[src/rtl/control_flow_monitor.sv]
// Runtime checker for control-flow redirects: verifies JAL/JALR/taken-branch targets reach IF.
// Optional event counters are built only when CFM_COUNTERS_EN is defined.
module control_flow_monitor #(
  parameter int XLEN  = 32,
  parameter int LAT   = 1,
  parameter int CNT_W = 16
) (
  input  logic             clk,
  input  logic             reset,
  input  logic [6:0]       opcode_i,
  input  logic             stall_i,
  input  logic [1:0]       pc_next_sel_i,
  input  logic [XLEN-1:0]  pc_reg_ex_i,
  input  logic [XLEN-1:0]  pc_reg_if_i,
  input  logic [XLEN-1:0]  immediate_extended_ex_i,
  input  logic [XLEN-1:0]  rs1_data_ex_i,
  input  logic             branch_taken_ex_i,
  output logic             err_o,
  output logic [2:0]       err_code_o,
  output logic [CNT_W-1:0] err_count_o,
  output logic [CNT_W-1:0] check_count_o
);

  localparam logic [6:0] OP_JAL  = 7'b1101111;
  localparam logic [6:0] OP_JALR = 7'b1100111;
  localparam logic [6:0] OP_BR   = 7'b1100011;

  logic [6:0]      r_ex_op;
  logic            r_err;
  logic [2:0]      r_err_code;
  logic            r_pend_valid  [LAT];
  logic [XLEN-1:0] r_pend_target [LAT];
  logic [2:0]      r_pend_code   [LAT];

  logic            w_in_valid  [LAT];
  logic [XLEN-1:0] w_in_target [LAT];
  logic [2:0]      w_in_code   [LAT];

  logic            w_is_jal, w_is_jalr, w_is_br, w_redirect, w_c1;
  logic [XLEN-1:0] w_sum_pc, w_sum_rs1;
  logic            w_cap_valid;
  logic [XLEN-1:0] w_cap_target;
  logic [2:0]      w_cap_code;
  logic            w_cmp_valid, w_mismatch, w_any_err;
  logic [2:0]      w_new_code;

  assign w_is_jal   = (r_ex_op == OP_JAL);
  assign w_is_jalr  = (r_ex_op == OP_JALR);
  assign w_is_br    = (r_ex_op == OP_BR);
  assign w_redirect = w_is_jal | w_is_jalr | (w_is_br & branch_taken_ex_i);

  // The instruction following a JALR in ID must be steered by the core's redirect select.
  assign w_c1 = w_is_jalr && ((opcode_i == OP_JAL) || (opcode_i == OP_BR)) &&
                (pc_next_sel_i != 2'b11);

  assign w_sum_pc  = pc_reg_ex_i + immediate_extended_ex_i;
  assign w_sum_rs1 = rs1_data_ex_i + immediate_extended_ex_i;

  always_comb begin
    w_cap_valid  = 1'b0;
    w_cap_target = w_sum_pc;
    w_cap_code   = 3'd0;
    if (!stall_i) begin
      if (w_is_jal) begin
        w_cap_valid = 1'b1;
        w_cap_code  = 3'd2;
      end else if (w_is_jalr) begin
        w_cap_valid  = 1'b1;
        w_cap_target = {w_sum_rs1[XLEN-1:1], 1'b0};
        w_cap_code   = 3'd3;
      end else if (w_is_br && branch_taken_ex_i) begin
        w_cap_valid = 1'b1;
        w_cap_code  = 3'd4;
      end
    end
  end

  // Pending pipeline: stage 0 takes the fresh capture, deeper stages shift from their predecessor.
  generate
    for (genvar gi = 0; gi < LAT; gi++) begin : g_stage
      if (gi == 0) begin : g_head
        assign w_in_valid[gi]  = w_cap_valid;
        assign w_in_target[gi] = w_cap_target;
        assign w_in_code[gi]   = w_cap_code;
      end else begin : g_tail
        assign w_in_valid[gi]  = r_pend_valid[gi-1];
        assign w_in_target[gi] = r_pend_target[gi-1];
        assign w_in_code[gi]   = r_pend_code[gi-1];
      end
    end
  endgenerate

  always_ff @(posedge clk) begin
    if (reset) begin
      for (int i = 0; i < LAT; i++) begin
        r_pend_valid[i]  <= 1'b0;
        r_pend_target[i] <= '0;
        r_pend_code[i]   <= 3'd0;
      end
    end else if (!stall_i) begin
      for (int i = 0; i < LAT; i++) begin
        r_pend_valid[i]  <= w_in_valid[i];
        r_pend_target[i] <= w_in_target[i];
        r_pend_code[i]   <= w_in_code[i];
      end
    end
  end

  always_ff @(posedge clk) begin
    if (reset) begin
      r_ex_op <= 7'd0;
    end else if (!stall_i) begin
      r_ex_op <= w_redirect ? 7'd0 : opcode_i;
    end
  end

  assign w_cmp_valid = !stall_i && r_pend_valid[LAT-1];
  assign w_mismatch  = w_cmp_valid && (r_pend_target[LAT-1] != pc_reg_if_i);
  assign w_any_err   = w_c1 | w_mismatch;
  assign w_new_code  = w_c1 ? 3'd1 : r_pend_code[LAT-1];

  always_ff @(posedge clk) begin
    if (reset) begin
      r_err      <= 1'b0;
      r_err_code <= 3'd0;
    end else if (w_any_err) begin
      r_err <= 1'b1;
      if (!r_err) begin
        r_err_code <= w_new_code;
      end
    end
  end

  assign err_o      = r_err;
  assign err_code_o = r_err_code;

`ifdef CFM_COUNTERS_EN
  localparam logic [CNT_W:0] CNT_MAX = {1'b0, {CNT_W{1'b1}}};

  logic [CNT_W-1:0] r_err_cnt, r_chk_cnt;
  logic [1:0]       w_err_inc;
  logic [CNT_W:0]   w_err_sum;

  // A C1 violation and a target mismatch can land together, so the error count may step by 2.
  assign w_err_inc = {1'b0, w_c1} + {1'b0, w_mismatch};
  assign w_err_sum = {1'b0, r_err_cnt} + {{(CNT_W-1){1'b0}}, w_err_inc};

  always_ff @(posedge clk) begin
    if (reset) begin
      r_err_cnt <= '0;
      r_chk_cnt <= '0;
    end else begin
      r_err_cnt <= (w_err_sum > CNT_MAX) ? CNT_MAX[CNT_W-1:0] : w_err_sum[CNT_W-1:0];
      if (w_cmp_valid && (r_chk_cnt != {CNT_W{1'b1}})) begin
        r_chk_cnt <= r_chk_cnt + 1'b1;
      end
    end
  end

  assign err_count_o   = r_err_cnt;
  assign check_count_o = r_chk_cnt;
`else
  assign err_count_o   = '0;
  assign check_count_o = '0;
`endif

endmodule

[config.mk]
export PLATFORM = sky130hd
export DESIGN_NAME = control_flow_monitor
export DESIGN_NICKNAME = d
export VERILOG_FILES = /design/src/rtl/control_flow_monitor.sv
export SDC_FILE = /design/constraint.sdc
export NUM_CORES = 1
export LEC_CHECK = 0
export ABC_AREA = 1
export BUFFER_PORTS_ARGS = -buffer_cell sky130_fd_sc_hd__buf_2
export CORE_AREA = 2 2 130 132
export CTS_CLUSTER_DIAMETER = 40
export DETAILED_ROUTE_END_ITERATION = 10
export DIE_AREA = 0 0 132 134
export PLACE_DENSITY = 0.68
export SYNTH_ARGS = -nofsm -noshare
export SYNTH_HDL_FRONTEND = slang
export SYNTH_SLANG_ARGS = --single-unit
[constraint.sdc]
create_clock -name clk -period 2.7 [get_ports clk]
set_input_delay 0.405 -clock clk [delete_from_list [all_inputs] [get_ports clk]]
set_output_delay 0.405 -clock clk [all_outputs]
set_load 0.005 [all_outputs]
**Word-level counts from Yosys, hierarchy flattened**

Memories as Yosys holds them, arrays and structs flattened.
Cells that the tools add are included.

- Add/subtract/negate cells: 2
- Equality and inequality tests: 7
- Mux-type cells: 24
- Bitwise logic cells: 5
- Reductions and logical operators: 11

Operators by type and width:

| kind | count |
|---|---|
| two-way mux 32 bit | 4 |
| adder 32 bit | 2 |
| equality test 7 bit (second input constant) | 5 |
| != test 32 bit | 1 |
| OR reduction 32 bit | 1 |
| two-way mux 3 bit | 6 |
| two-way mux 1 bit | 13 |
| two-way mux 7 bit | 1 |
| logical AND 1 bit | 5 |
| OR 1 bit | 3 |
| OR reduction 3 bit | 1 |
| != test 2 bit (second input constant) | 1 |
| AND reduction 2 bit | 1 |
| AND 1 bit | 1 |
| logical NOT 1 bit | 1 |
| logical OR 1 bit | 1 |
| inverter 1 bit | 1 |
| OR reduction 1 bit | 1 |

- Register bits: 11
- RAM bits: 36
- Input port bits: 141
- Output and inout port bits: 36
- Logic and storage cells: 55
- Memories: 3

Memories:

| memory | words | width | read ports | clocked after Yosys merged registers in | write ports | line | source |
|---|---|---|---|---|---|---|---|
| r_pend_target | 1 | 32 | 1 | 0 | 1 | 32 | `logic [XLEN-1:0] r_pend_target [LAT];` |
| r_pend_code | 1 | 3 | 1 | 0 | 1 | 33 | `logic [2:0] r_pend_code [LAT];` |
| r_pend_valid | 1 | 1 | 1 | 0 | 1 | 31 | `logic r_pend_valid [LAT];` |

**Depth between registers and ports, before layout**

- Depth in word-level cells: 7
- Depth in mapped cells: 16
- Mapped depth without buffers: 16

**Worst setup path after synthesis**

OpenSTA, ideal clock, no wires.

- Path type: input -> register
- Start: in pc_reg_ex_i[0]
- End: mem r_pend_target[0][20] (data pin)
- Library setup time: 254 ps
- Arrival: 1,828 ps
- Data required time: 2,446 ps
- Setup slack: 618 ps
- Stages: 14
- Buffers on the path: 0
- Cells stage by stage: ha_1 -> fa_1 -> nand3_1 -> nand3_1 -> nand2_1 -> nand2_1 -> nand2_1 -> nand2_1 -> nand2_1 -> nand2_1 -> nand2_1 -> nand3_1 -> nand2_1 -> nor2_1

- Cells in the longest elaborated chain, start to end: 5

RTL lines:

| element | line | source |
|---|---|---|
| from (decl) | 13 | `input logic [XLEN-1:0] pc_reg_ex_i,` |
| adder 32 bit * | 56 | `assign w_sum_pc = pc_reg_ex_i + immediate_extended_ex_i;` |
| two-way mux 32 bit | 67 | `end else if (w_is_jalr) begin` |
| two-way mux 32 bit | 64 | `if (w_is_jal) begin` |
| two-way mux 32 bit * | 63 | `if (!stall_i) begin` |
| two-way mux 32 bit (no line) * | n/a |  |
| to (decl) | 32 |  |

Mark *: on every way between the ends. The rest lies on a longest branch, timed or not.

**Worst setup path in the final report**

- Start: in pc_reg_ex_i[0]
- End: mem r_pend_target[0][28] (data pin)

Same word-level chain as after synthesis.

==> flow_summary.toml <==
[clocking]
cts_root_buf = "clkbuf_16"
cts_resized = 0
cts_sinks = 47
numCtsBuffers = 5
tritoncts = "built"
path_clk_slew_ns = 0.07
cts_setup_buffers = 0
insertion_delay_ns = 0.30
ctsHoldBuffers = 0
cts_buffer_depth = 2
h-tree-depth = 2

[floorplan]
dieArea_um2 = 17700
start_util_pct = 44.2
die_x_um = 132
core_um2 = 16300
die_h_um = 134
num_rows = 47
ios = 177

[setup_path]
crit_arrival_ns = 2.37
end_kind = "register"
crit_type = "in2reg"
cp_max_fo = 5
start_kind = "input port"
cp.required_ns = 2.83

[finish]
fillers = 1780
fin_util_pct = 50.9
diodes = 0
stdcell_area_um2 = 8290
syn2layout_area_growth_pct = 15.2
drive_above_1_share_pct = 13.4
finalNetCount = 1596

[logic_synthesis]
yosysUniqueCellTypes = 41
syn-instance-count = 1236
yosys_warnings = 0
synth-edff-count = 36
yosysSeqAreaShare_pct = 18.1
synth-main-ff-cell = "edfxtp_1"
async_flop_share_pct = 0
ys_ff_latch = 47
syn_area_um2 = 7190
synth_area_per_cell_um2 = 5.82

[placed_design]
numPortBuffers = 144
place_hpwl_um = 21400
routabilityCongestion = 0.974
placed_cell_area_um2 = 8130

[routing]
firstDrtPassIters = 6
ant_nets = 0
route.detailed.drc = 0
drt-total-wl_um = 25000
num_vias = 8180
wire_per_inst_um = 15.5
drt-initial-drc-count = 523
viasPerCell = 5.07

[power]
ir_drop_mv = 0.238
power_mw = 2.96
p_leak_nw = 4.67
power.density_nw_per_um2 = 357

[timing]
period_needed_ns = 2.25
rsz0062_at_grt = "false"
slew_headroom_pct = 59.7
max_freq_mhz = 445
worstMarginPinSlew_ns = 0.604
period_share_pct = 83.2
whs_ns = 0.384
hold_viol = 0
finalSetupTns_ns = 0
finalClockSkew_ns = 0.00972
setup_violations = 0
drv_slew = 0

[global_routing]
grt_pass1_wl_um = 39100
grt_antenna_before_repair = 0
grt_overflow = 0
grt_max_degree = 39
grt_pass1_vias = 7546
track_usage_pct = 28.1

[worst_hold_path]
hold_path.class = "in2reg"

[job]
drv_cap = 0

[status]
status = "completed"
flip-flops by register name, indices dropped and copies added, names as in the netlist:
name	count
r_pend_target	32
r_ex_op	7
err_code_o	3
r_pend_code	3
err_o	1
r_pend_valid	1
metal layers:
metal  global-route usage, %  part of all wire (%)
met2                    47.8                    46
met1                    38.3                    44
met4                    6.58                   1.9
met3                    3.06                   7.8
met5                       0                     0
synthesized netlist by cell type, drive strengths merged, types with 5 or more instances:
master    n  area share [%]
inv     196              10
o21bai    9            0.94
nand2   420              22
or2       5            0.43
nor3     10            0.70
buf      37             3.8
ha       61              11
dfxtp    11             3.1
a21oi    93             6.5
nand4     8            0.78
nand3   100             7.1
nor2    132             7.4
xor2      9             1.1
nand3b    5            0.52
a21o      5            0.54
edfxtp   36              15
xnor2    32             3.9
o21ai    50             3.7
metrics by stage:
stage	instances	setup slack [ns]
floorplan	1267	0.618
global placement	1605	0.190
finish	1613	0.455
detailed placement	1605	0.176
global route	1613	0.252
CTS	1613	0.484
worst paths after layout:
kind | from | endpoint | slack, ns | cells after the start
max | pc_reg_ex_i[0] | r_pend_target[0][28] | 0.45 | 14
min | opcode_i[6] | r_ex_op[6] | 0.38 | 3
max reg2reg | r_ex_op[1] | r_pend_target[0][17] | 0.51 | 9
min reg2reg | r_ex_op[4] | r_ex_op[4] | 0.49 | 2
logic make-up (layout without fill, tap and decap cells):
| logic type | count (synthesis) | count (layout) | synth area share [%] |
|---|---|---|---|
| AOI/OAI and AO/OA | 162 | 162 | 12.2 |
| xor gates and xnor gates | 41 | 41 | 4.99 |
| adders and majority gates | 63 | 63 | 11.2 |
| buffers and inverters | 238 | 364 | 14.3 |
| DFF | 47 | 47 | 18.1 |
| other | 1 | 32 | 0.0521 |
| and+or+nand+nor | 684 | 684 | 39.2 |
worst max-delay path: stages:
cell and delay (ns):
buf_2 0.10, ha_1 0.25, fa_1 0.46, nand3_1 0.11, nand3_1 0.10, nand2_1 0.07
nand2_1 0.11, nand2_1 0.08, nand2_1 0.09, nand2_1 0.14, nand2_1 0.07, nand2_1 0.06
nand3_1 0.13, a21oi_1 0.18
final cells by class:
cell class | instances | area [um2] | share of cell area, %
flip-flops and latches | 47 | 1300 | 15.7
clock inverters | 2 | 13.8 | 0.166
inverters | 198 | 743 | 8.97
clock buffers | 6 | 150 | 1.81
repair buffers | 158 | 826 | 9.96
well taps | 220 | 275 | 3.32
multi-input cells | 982 | 4980 | 60.1
power by group:
part | internal (mW) | leakage (nW) | switching, mW
registers | 0.844 | 0.485 | 0.0315
logic | 0.495 | 4.11 | 0.879
clock network | 0.401 | 0.0820 | 0.306
layout by cell type, fill, tap and decap left out, drive strengths merged, types with 2 or more instances in the layout:
| master | n |
|---|---|
| xnor2 | 32 |
| nand3 | 100 |
| inv | 196 |
| o21a | 3 |
| nor4 | 3 |
| or2 | 5 |
| fa | 2 |
| o21bai | 9 |
| dfxtp | 11 |
| nor2 | 132 |
| buf | 158 |
| conb | 32 |
| xor2 | 9 |
| edfxtp | 36 |
| o21ai | 50 |
| nand3b | 5 |
| clkbuf | 6 |
| nor3 | 10 |
| a21oi | 93 |
| a21o | 5 |
| nand2 | 420 |
| ha | 61 |
| nand4 | 8 |
| clkinv | 4 |
Power figures use the tool's default switching activity.
